File: config.mk
export PLATFORM = sky130hd
export DESIGN_NAME = mux4_rr_arbiter
export DESIGN_NICKNAME = d
export VERILOG_FILES = /design/src/rtl/mux_arb_pkg.sv /design/src/rtl/rr_pick4.sv /design/src/rtl/mux4_rr_arbiter.sv
export SDC_FILE = /design/constraint.sdc
export NUM_CORES = 1
export LEC_CHECK = 0
export BUFFER_PORTS_ARGS = -buffer_cell sky130_fd_sc_hd__buf_2
export CORE_MARGIN = 2
export CORE_UTILIZATION = 44
export DETAILED_ROUTE_END_ITERATION = 10
export PLACE_DENSITY_LB_ADDON = 0.25
export SLEW_MARGIN = 10
export SYNTH_ARGS = -nofsm -noshare
export SYNTH_HDL_FRONTEND = slang
export SYNTH_SLANG_ARGS = --single-unit
File: constraint.sdc
create_clock -name Clk -period 1.85 [get_ports Clk]
set_clock_uncertainty 0.15 [all_clocks]
set_input_delay 0.185 -clock Clk [delete_from_list [all_inputs] [get_ports Clk]]
set_output_delay 0.185 -clock Clk [all_outputs]
set_load 0.01 [all_outputs]
File: src/rtl/mux_arb_pkg.sv
// Shared constants and state type for the four-way round-robin mux arbiter.
package mux_arb_pkg;

  localparam int NREQ = 4;
  localparam int SEL_W = 2;
  localparam int WIDTH_DEF = 32;
  localparam logic [SEL_W-1:0] LAST_RST = 2'd3;

  typedef enum logic {
    ST_EMPTY = 1'b0,
    ST_FULL  = 1'b1
  } arb_state_e;

endpackage

File: src/rtl/rr_pick4.sv
// Circular priority pick among four requests, starting just after the last winner.
module rr_pick4
  import mux_arb_pkg::*;
(
  input  logic [NREQ-1:0]  req,
  input  logic [SEL_W-1:0] last,
  output logic [SEL_W-1:0] winner,
  output logic             any
);

  logic [SEL_W-1:0] idx;
  logic             found;

  always_comb begin
    winner = last;
    found  = 1'b0;
    idx    = last;
    // Offset 4 wraps to last itself, so a lone repeat requester still wins.
    for (int i = 1; i <= NREQ; i++) begin
      idx = last + SEL_W'(i);
      if (!found && req[idx]) begin
        winner = idx;
        found  = 1'b1;
      end
    end
    any = |req;
  end

endmodule

File: src/rtl/mux4_rr_arbiter.sv
// Round-robin arbiter driving a 4:1 mux select and registering the result for a valid/ready consumer.
// Optional lock-to-winner priority is built when MUX4_ARB_LOCK_EN is defined.
module mux4_rr_arbiter
  import mux_arb_pkg::*;
#(
  parameter int WIDTH = WIDTH_DEF
) (
  input  logic             Clk,
  input  logic             Rst_n,
  input  logic [3:0]       Req,
`ifdef MUX4_ARB_LOCK_EN
  input  logic [3:0]       Lock,
`endif
  output logic [3:0]       Grant,
  output logic [1:0]       Selector,
  input  logic [WIDTH-1:0] Mux_Result,
  output logic [WIDTH-1:0] Result,
  output logic [1:0]       Result_Src,
  output logic             Result_Valid,
  input  logic             Result_Ready,
  output logic             Dbg_State
);

  // Handshake: the consumer takes Result at a rising edge where Result_Valid
  // and Result_Ready are both high; requester i transfers at an edge where
  // Req[i] and Grant[i] are both high.

  arb_state_e       state_q, state_d;
  logic [WIDTH-1:0] result_q, result_d;
  logic [1:0]       src_q, src_d;
  logic [1:0]       last_q, last_d;
  logic [1:0]       sel_q, sel_d;
  logic [1:0]       rr_winner, winner;
  logic             any_req, cap;

`ifdef MUX4_ARB_LOCK_EN
  logic             locked_q, locked_d;
  logic [1:0]       lock_idx_q, lock_idx_d;
`endif

  rr_pick4 u_pick (
    .req    (Req),
    .last   (last_q),
    .winner (rr_winner),
    .any    (any_req)
  );

  assign cap = any_req & ((state_q == ST_EMPTY) | Result_Ready);

`ifdef MUX4_ARB_LOCK_EN
  assign winner = (locked_q && Req[lock_idx_q]) ? lock_idx_q : rr_winner;
`else
  assign winner = rr_winner;
`endif

  // sel_q mirrors last_q except straight out of reset, where the idle select is 0.
  always_comb begin
    state_d  = state_q;
    result_d = result_q;
    src_d    = src_q;
    last_d   = last_q;
    sel_d    = sel_q;
    Grant    = 4'b0000;
    Selector = sel_q;
`ifdef MUX4_ARB_LOCK_EN
    locked_d   = locked_q;
    lock_idx_d = lock_idx_q;
`endif
    if (cap) begin
      Grant    = 4'b0001 << winner;
      Selector = winner;
      result_d = Mux_Result;
      src_d    = winner;
      state_d  = ST_FULL;
      last_d   = winner;
`ifdef MUX4_ARB_LOCK_EN
      if (Lock[winner]) begin
        locked_d   = 1'b1;
        lock_idx_d = winner;
        last_d     = last_q;
      end else begin
        locked_d = 1'b0;
      end
`endif
      sel_d = last_d;
    end else if ((state_q == ST_FULL) && Result_Ready) begin
      state_d = ST_EMPTY;
    end
  end

  always_ff @(posedge Clk or negedge Rst_n) begin
    if (!Rst_n) begin
      state_q  <= ST_EMPTY;
      result_q <= '0;
      src_q    <= '0;
      last_q   <= LAST_RST;
      sel_q    <= '0;
`ifdef MUX4_ARB_LOCK_EN
      locked_q   <= 1'b0;
      lock_idx_q <= '0;
`endif
    end else begin
      state_q  <= state_d;
      result_q <= result_d;
      src_q    <= src_d;
      last_q   <= last_d;
      sel_q    <= sel_d;
`ifdef MUX4_ARB_LOCK_EN
      locked_q   <= locked_d;
      lock_idx_q <= lock_idx_d;
`endif
    end
  end

  assign Result       = result_q;
  assign Result_Src   = src_q;
  assign Result_Valid = (state_q == ST_FULL);
  assign Dbg_State    = state_q;

endmodule

# Word level (Yosys, flattened, before mapping)
# Cells that the tools add are included.
[word_totals]
regBits = 39
out_inout_bits = 42
[classes]
addsub = 3
n_lt_le_gt_ge = 4
shifts = 1
n_mux = 19
bitwise = 3
n_reduce_logical = 9
[op_table]
columns = ["op", "n"]
rows = [
  ["$lt A2 B3 Y1 const B", 4],
  ["$mux W2", 5],
  ["$mux W1", 9],
  ["$bmux W1 S2", 4],
  ["$add A2 B2 Y2 const B", 2],
  ["$logic_and A1 B1 Y1", 4],
  ["$mux W4", 1],
  ["$reduce_or A4 Y1", 1],
  ["$shl A1 B2 Y4 const A", 1],
  ["$logic_not A1 Y1", 3],
  ["$add A2 B1 Y2 const B", 1],
  ["$reduce_bool A2 Y1", 1],
  ["$and A1 B1 Y1", 1],
  ["$not A1 Y1", 1],
  ["$or A1 B1 Y1", 1],
]

# Longest topological paths before layout
# Gate-level depths: netlist (run 1).
[logic_depth]
word_depth = 15
mapped_depth = 6
ltp_nobuf = 3

# By module
# Synthesis (run 1) repeated with hierarchy kept, for this count alone.
[unflattened]
hier_cells = 103
area_unflattened_um2 = 1591.5
[modules_own_cells]
columns = ["module", "n_inst", "cells_each", "area_each_um2"]
rows = [
  ["mux4_rr_arbiter", 1, 89, 1519.0],
  ["rr_pick4", 1, 14, 72.6],
]

# Worst setup path before layout (run 1)
# Ideal clock, no wire load.
[synth_timing]
path_type = "input-to-output"
from = "in Req[1]"
to = "out Selector[0]"
arrival_time_ns = 1.530
required_ns = 1.515
slack_ns = -0.015
path_stages = 6
path_buffers = 3
cell_sequence = "or4_4 -> buf_6 -> and2_4 -> buf_6 -> buf_6 -> a31oi_1"
[synth_between]
elab_chain_len = 13
elab_cells_between_ends = 24
classes_between = "mux: 16; bitwise: 1; reduce/logical: 7"
[synth_lines]
columns = ["item", "line", "source"]
rows = [
  ["from (decl)", "mux4_rr_arbiter.sv:10", "input logic [3:0] Req,"],
  ["$bmux W1 S2", "rr_pick4.sv:21", "if (!found && req[idx]) begin"],
  ["$mux W1 (implied by the code)", "rr_pick4.sv:21", ""],
  ["$mux W1", "rr_pick4.sv:21", ""],
  ["$logic_not A1 Y1", "rr_pick4.sv:21", ""],
  ["$logic_and A1 B1 Y1", "rr_pick4.sv:21", ""],
  ["$mux W1", "rr_pick4.sv:21", ""],
  ["$logic_not A1 Y1", "rr_pick4.sv:21", ""],
  ["$logic_and A1 B1 Y1", "rr_pick4.sv:21", ""],
  ["$mux W1", "rr_pick4.sv:21", ""],
  ["$logic_not A1 Y1", "rr_pick4.sv:21", ""],
  ["$logic_and A1 B1 Y1", "rr_pick4.sv:21", ""],
  ["$mux W2", "rr_pick4.sv:21", ""],
  ["$mux W2 (*)", "--", ""],
  ["to (decl)", "mux4_rr_arbiter.sv:15", "output logic [1:0] Selector,"],
]
# Mark *: on every way between the ends. The rest lies on a longest branch, timed or not. The select of a mux whose other input is x is not followed.

# Worst setup path in the final report (run 1)
[layout_timing]
from = "reg last_q[1]"
to = "out Grant[1]"
[layout_between]
elab_chain_len = 15
elab_cells_between_ends = 26
classes_between = "add/sub: 3; shift: 1; mux: 16; reduce/logical: 6"
[layout_lines]
columns = ["item", "line", "source"]
rows = [
  ["from (decl)", "mux4_rr_arbiter.sv:31", "logic [1:0] last_q, last_d;"],
  ["from (signal assigned)", "mux4_rr_arbiter.sv:106", "last_q <= last_d;"],
  ["$add A2 B1 Y2", "rr_pick4.sv:20", "idx = last + SEL_W'(i);"],
  ["$bmux W1 S2", "rr_pick4.sv:21", ""],
  ["$mux W1 (implied by the code)", "rr_pick4.sv:21", ""],
  ["$mux W1", "rr_pick4.sv:21", ""],
  ["$logic_not A1 Y1", "rr_pick4.sv:21", ""],
  ["$logic_and A1 B1 Y1", "rr_pick4.sv:21", ""],
  ["$mux W1", "rr_pick4.sv:21", ""],
  ["$logic_not A1 Y1", "rr_pick4.sv:21", ""],
  ["$logic_and A1 B1 Y1", "rr_pick4.sv:21", ""],
  ["$mux W1", "rr_pick4.sv:21", ""],
  ["$logic_not A1 Y1", "rr_pick4.sv:21", ""],
  ["$logic_and A1 B1 Y1", "rr_pick4.sv:21", ""],
  ["$mux W2 (*)", "rr_pick4.sv:21", ""],
  ["$shl A1 B2 Y4 (*)", "mux4_rr_arbiter.sv:70", "Grant = 4'b0001 << winner;"],
  ["$mux W4 (*)", "mux4_rr_arbiter.sv:69", "if (cap) begin"],
  ["to (decl)", "mux4_rr_arbiter.sv:14", "output logic [3:0] Grant,"],
]
# Marks and branches as above.

==> results_dict.tcl, run 1 <==
set metrics [dict create \
    fill_cells 287 \
    p_int_mw 1.63 \
    dpl.hpwl_um 2490 \
    maxSlewHeadroom_pct 44.4 \
    path_max_fanout 7 \
    grt_max_degree 40 \
    cap_violations 0 \
    diodes 0 \
    final_common_cell "buf_2" \
    fin_util_pct 67.5 \
    clk_latency_ns 0.28 \
    wl_per_cell_um 14.9 \
    clkTransAtPathRegs_ns 0.07 \
    vias 1348 \
    track_usage_pct 19.5 \
    final_hold_viol_count 0 \
    synth.top_cell.area_share_pct 52.3 \
    switching_share_pct 28.8 \
    finalMaxSlewViolations 0 \
    cts_buffers 5 \
    synth_top_cell_by_area "dfrtp_1" \
    fin_crit_sh_pct 110 \
    antenna_found_initial 0 \
    synth.net_count 151 \
    final_layout_size_suffix_gt1_share_pct 59.6 \
    initial_core_util_pct 44.9 \
    drt_iter0_drc 70 \
    synth_seq_area_share_pct 55.2 \
    ant_nets 0 \
    avgViaCountPerCell 4.85 \
    crit_family "flip-flops" \
    ys_seq_elements 39 \
    fp.dieH_um 67.5 \
    power_frac_comb_pct 30.4 \
    yosysWarnings 0 \
    powerDensity_nw_per_um2 862 \
    status "complete, but fails checks" \
    hp-class "in -> reg" \
    worstSetupEndpointType "primary output" \
    netlist_area_um2 1770 \
    irDropWorstVdd_mv 0.464 \
    synthTopCellsByArea "dfrtp_1 52%, mux2_4 27%, buf_12 3.4%" \
    overflow 0 \
    cts_tree "built" \
    drc 0 \
    grt_pass1_vias 1339 \
    crit_required_ns 1.51 \
    path_buf_inv 1 \
    crit_path_cell_trace "mux2i_2 -> a32oi_4 -> a211oi_2 -> buf_2" \
    io_pins 81 \
    cpPeakStageDelay_ns 0.61 \
    clockPowerShare_pct 23.4 \
    cp-start-kind "flop" \
    slowest_stage "dfstp_2" \
    rsz0062_at_grt "true" \
    io_buffers 80 \
    p_sw_mw 0.660 \
    finalWorstSetupSlack_ns -0.192 \
    cts_sinks 39 \
    syn_to_final_growth_pct 50.3 \
    tightest_slew_ns 0.835 \
    grt_first_pass_wirelength_um 6460 \
    num-nets-final 266 \
    routed_wl_um 4140 \
    mostFrequentLayoutCells "80 x buf_2, 37 x dfrtp_1, 32 x mux2_4, 32 x dlygate4sd3_1, 8 x a21oi_1" \
    arrival_ns 1.71 \
    cts_root_buffer "clkbuf_8" \
    max_freq_mhz 490 \
    path_class "reg -> out" \
    fp.coreArea_um2 3940 \
    setup_viol 6 \
    syn_inst 112 \
    drt_pre_antenna_iters 4 \
    hold-worst-slack_ns 0.00758 \
    cts_max_level 2 \
    dieArea_um2 4550 \
    violations "setup timing" \
    synth.avg_cell_area_um2 15.8 \
    power.leakage_nw 1.32 \
    cts_buffer_depth 2 \
    pwr-share-seq_pct 46.2 \
    yosysUniqueCellTypes 22 \
    die_x_um 67.5 \
    period_needed_ns 2.04 \
    routabilityCongestion 0.675 \
    dp_slack_ns -0.0556 \
    rows 23 \
]
==> power groups by stage <==
stage	registers (mW)	logic, mW	clock network, mW
finish	1.06	0.697	0.537
global route	1.08	0.750	0.607
CTS	1.06	0.681	0.551
detailed placement	1.07	0.569	0
global placement	1.06	0.556	0
floorplan	1.10	0.321	0
==> cell type report <==
| class | count | area [um2] | area share (%) |
|---|---|---|---|
| flip-flops and latches | 39 | 978 | 36.7 |
| repair buffers | 117 | 783 | 29.4 |
| multi-input cells | 64 | 757 | 28.4 |
| clock buffers | 7 | 76.3 | 2.87 |
| well taps | 50 | 62.6 | 2.35 |
| clock inverters | 1 | 5.00 | 0.188 |
==> synthesized netlist by cell type, drive strengths merged <==
master / n
and2: 1
a21o: 1
nor2: 1
dfstp: 2
dfrtp: 37
buf: 7
nand2b: 3
a21oi: 9
mux2i: 1
a211oi: 2
and4: 2
nand2: 3
a31o: 1
clkbuf: 2
nor3: 1
a31oi: 4
a32oi: 1
mux2: 32
or4: 1
nand3b: 1
==> per-stage QoR <==
step | TNS [ns] | area (um2) | power (mW) | cells
after floorplan | 0 | 1780 | 1.42 | 112
after global placement | 0 | 2190 | 1.61 | 237
after detailed placement | -0.129 | 2190 | 1.63 | 237
after CTS | -0.759 | 2640 | 2.29 | 277
after global routing | -1.36 | 2660 | 2.43 | 278
final | -0.903 | 2660 | 2.29 | 278
==> flip-flops by register name, indices dropped and copies added (netlist names) <==
name        count
Result         32
Result_Src      2
last_q          2
sel_q           2
Dbg_State       1
==> final timing paths <==
kind | to | startpoint | slack, ns | depth (start not counted)
worst max-delay path | Grant[1] | last_q[1]$_DFFE_PN1P_ | -0.19 | 4
worst min-delay path | Result[26]$_DFFE_PN0P_ | Mux_Result[26] | 0.008 | 2
worst max register to register | Result[7]$_DFFE_PN0P_ | Dbg_State$_DFFE_PN0P_ | 0.27 | 4
worst min register to register | Result[25]$_DFFE_PN0P_ | Result[25]$_DFFE_PN0P_ | 0.36 | 1
max in group asynchronous | Result_Src[0]$_DFFE_PN0P_ | Rst_n | 0.64 | 2
min in group asynchronous | Result[4]$_DFFE_PN0P_ | Rst_n | 0.38 | 2
==> timing repair <==
item / CTS / global route
pin swaps: 5 / 3
resized for setup: 8 / 2
setup endpoints to repair: 6 / 6
hold buffers: 31 / 1
endpoints found under the hold margin: 67 / 1
buffers inserted: 1 / 0
==> cell families after synthesis <==
| group | after synthesis | share of synthesized area, % |
|---|---|---|
| AOI/OAI and AO/OA | 18 | 6.21 |
| DFF | 39 | 55.2 |
| and+or+nand+nor | 13 | 4.73 |
| muxes | 33 | 27.7 |
| buffers and inverters | 9 | 6.14 |
==> layer usage <==
metal | part of all wire [%] | track usage [%]
met5 | 0 | 0
met4 | 1.3 | 6.12
met3 | 5.6 | 4.33
met2 | 51 | 34.9
met1 | 42 | 23.3
(Power assumes the default switching activity.)
==> run 2: changes to the inputs <==
--- a/config.mk
+++ b/config.mk
@@ -8,5 +8,5 @@
 export BUFFER_PORTS_ARGS = -buffer_cell sky130_fd_sc_hd__buf_2
 export CORE_MARGIN = 2
-export CORE_UTILIZATION = 44
+export CORE_UTILIZATION = 42
 export DETAILED_ROUTE_END_ITERATION = 10
 export PLACE_DENSITY_LB_ADDON = 0.25
==> constraint.sdc (replaced) <==
create_clock -name Clk -period 1.8 [get_ports Clk]
set_clock_uncertainty 0.15 [all_clocks]
set_input_delay 0.09 -clock Clk [delete_from_list [all_inputs] [get_ports Clk]]
set_output_delay 0.09 -clock Clk [all_outputs]
set_load 0.01 [all_outputs]
==> results_dict.tcl, run 2 (same netlist as run 1, synthesis figures left out) <==
set metrics [dict create \
    rrSetupSlack_ns 0.17 \
    switching_share_pct 28.4 \
    fp.coreArea_um2 4030 \
    dieArea_um2 4750 \
    maxSlewHeadroom_pct 68.0 \
    diodes 0 \
    cpPeakStageDelay_ns 0.60 \
    hp-class "in -> reg" \
    cts_buffers 5 \
    clkTransAtPathRegs_ns 0.07 \
    slowest_stage "dfstp_2" \
    p_sw_mw 0.668 \
    track_usage_pct 18.0 \
    cts_max_level 2 \
    wl_per_cell_um 14.9 \
    tightest_slew_ns 0.479 \
    cp-start-kind "flop" \
    ff2ff_path_depth 5 \
    crit_required_ns 1.56 \
    ant_nets 0 \
    power_frac_comb_pct 30.3 \
    routed_wl_um 4180 \
    mostFrequentLayoutCells "79 x buf_2, 37 x dfrtp_1, 33 x dlygate4sd3_1" \
    drt_pre_antenna_iters 2 \
    crit_family "flip-flops" \
    cts_buffer_depth 2 \
    overflow 0 \
    cts_tree "built" \
    die_x_um 69.0 \
    stdcell_count 281 \
    num-nets-final 269 \
    holdPathEnd "Dbg_State$_DFFE_PN0P_" \
    powerDensity_nw_per_um2 881 \
    syn_to_final_growth_pct 50.5 \
    power.leakage_nw 1.33 \
    pwr-share-seq_pct 46.4 \
    initial_core_util_pct 44.0 \
    grt_pass1_vias 1389 \
    r2r-end "Result_Src[0]$_DFFE_PN0P_" \
    drc 0 \
    finalWorstSetupSlack_ns -0.125 \
    drt_iter0_drc 29 \
    cts_root_buffer "clkbuf_8" \
    irDropWorstVdd_mv 0.459 \
    holdPathStages 4 \
    largest_reg_flops 32 \
    io_pins 81 \
    clk_latency_ns 0.28 \
    p_int_mw 1.68 \
    r2r-start "last_q[1]$_DFFE_PN1P_" \
    worstSetupEndpointType "primary output" \
    cts_sinks 39 \
    avgViaCountPerCell 4.75 \
    placedCellCount 239 \
    clockPowerShare_pct 23.3 \
    hold_start "Result_Ready" \
    vias 1334 \
    grt_max_degree 40 \
    final_common_cell "buf_2" \
    antenna_found_initial 0 \
    setup_viol 6 \
    grt_first_pass_wirelength_um 6160 \
    rows 23 \
    seq_area_um2 978 \
    path_max_fanout 7 \
    fp.dieH_um 69.0 \
    path_class "reg -> out" \
    cap_violations 0 \
    fin_crit_sh_pct 107 \
    rsz0062_at_grt "true" \
    path_buf_inv 2 \
    final_hold_viol_count 0 \
    io_buffers 80 \
    multiInputGateArea_um2 729 \
    violations "setup timing" \
    crit_path_cell_trace "mux2i_1 -> a32oi_1 -> buf_4 -> a211oi_2 -> buf_2" \
    status "complete, but fails checks" \
    period_needed_ns 1.93 \
    arrival_ns 1.69 \
    fin_setup_tns_ns -0.524 \
    dpl.hpwl_um 2570 \
    final_layout_size_suffix_gt1_share_pct 58.4 \
    fill_cells 297 \
    max_freq_mhz 519 \
    routabilityCongestion 0.790 \
    finalMaxSlewViolations 0 \
]
[run 2: worst max path at each step]
stage | start | endpoint | slack [ns] | depth (start not counted)
after floorplan | Dbg_State$_DFFE_PN0P_ | Result[0]$_DFFE_PN0P_ | 0.07 | 6
after global placement | Req[1] | Grant[0] | 0.1 | 6
after detailed placement | Req[1] | Selector[1] | 0.05 | 6
after CTS | last_q[1]$_DFFE_PN1P_ | Selector[0] | -0.10 | 5
after global routing | last_q[1]$_DFFE_PN1P_ | Grant[3] | -0.21 | 5
final | last_q[1]$_DFFE_PN1P_ | Grant[1] | -0.13 | 5
[run 2: repair_timing]
item / in CTS / in global routing
endpoints found under the hold margin: 69 / 0
pin swaps: 5 / 3
hold buffers: 33 / 0
endpoints found under the setup margin: 6 / 6
gates resized for setup: 7 / 1
buffers inserted: 1 / 0
[run 2: worst reg2reg max path: stages (launching register included)]
cell and delay, ns:
dfstp_2 0.60, mux2i_1 0.21, a32oi_1 0.08, buf_4 0.17
buf_4 0.14, a31oi_1 0.20
[run 2: stage by stage]
stage	hold slack, ns	instance area [um2]	power [mW]	worst slack, ns	util [%]
finish	0.103	2670	2.35	-0.125	66.2
global route	0.110	2670	2.49	-0.209	66.2
CTS	0.0926	2660	2.36	-0.102	66.0
detailed placement	0.0288	2200	1.69	0.0464	54.5
global placement	0.00150	2200	1.67	0.0964	54.5
floorplan	-0.356	1770	1.45	0.0695	-
[run 2: cell type report]
cell class,count,area share [%]
clock buffer,7,2.86
clock inverter,1,0.188
multi-input combinational,64,27.4
sequential,39,36.7
tap,50,2.35
timing repair buffer,120,30.5
[run 2: power groups by stage]
stage          Combinational (mW)  Sequential [mW]  Clock, mW
6_report                    0.712             1.09      0.547
5_1_grt                     0.766             1.11      0.614
4_1_cts                     0.700             1.09      0.568
3_5_place_dp                0.592             1.10          0
3_3_place_gp                0.574             1.09          0
2_1_floorplan               0.325             1.13          0
[run 2: metal layers]
layer | vias up | GRT usage [%] | routed length [um]
met5 | - | 0 | 0
li1 | 633 | - | -
met2 | 54 | 33.8 | 2210
met4 | 0 | 3.68 | 14
met3 | 2 | 6.17 | 263
met1 | 645 | 19.5 | 1690
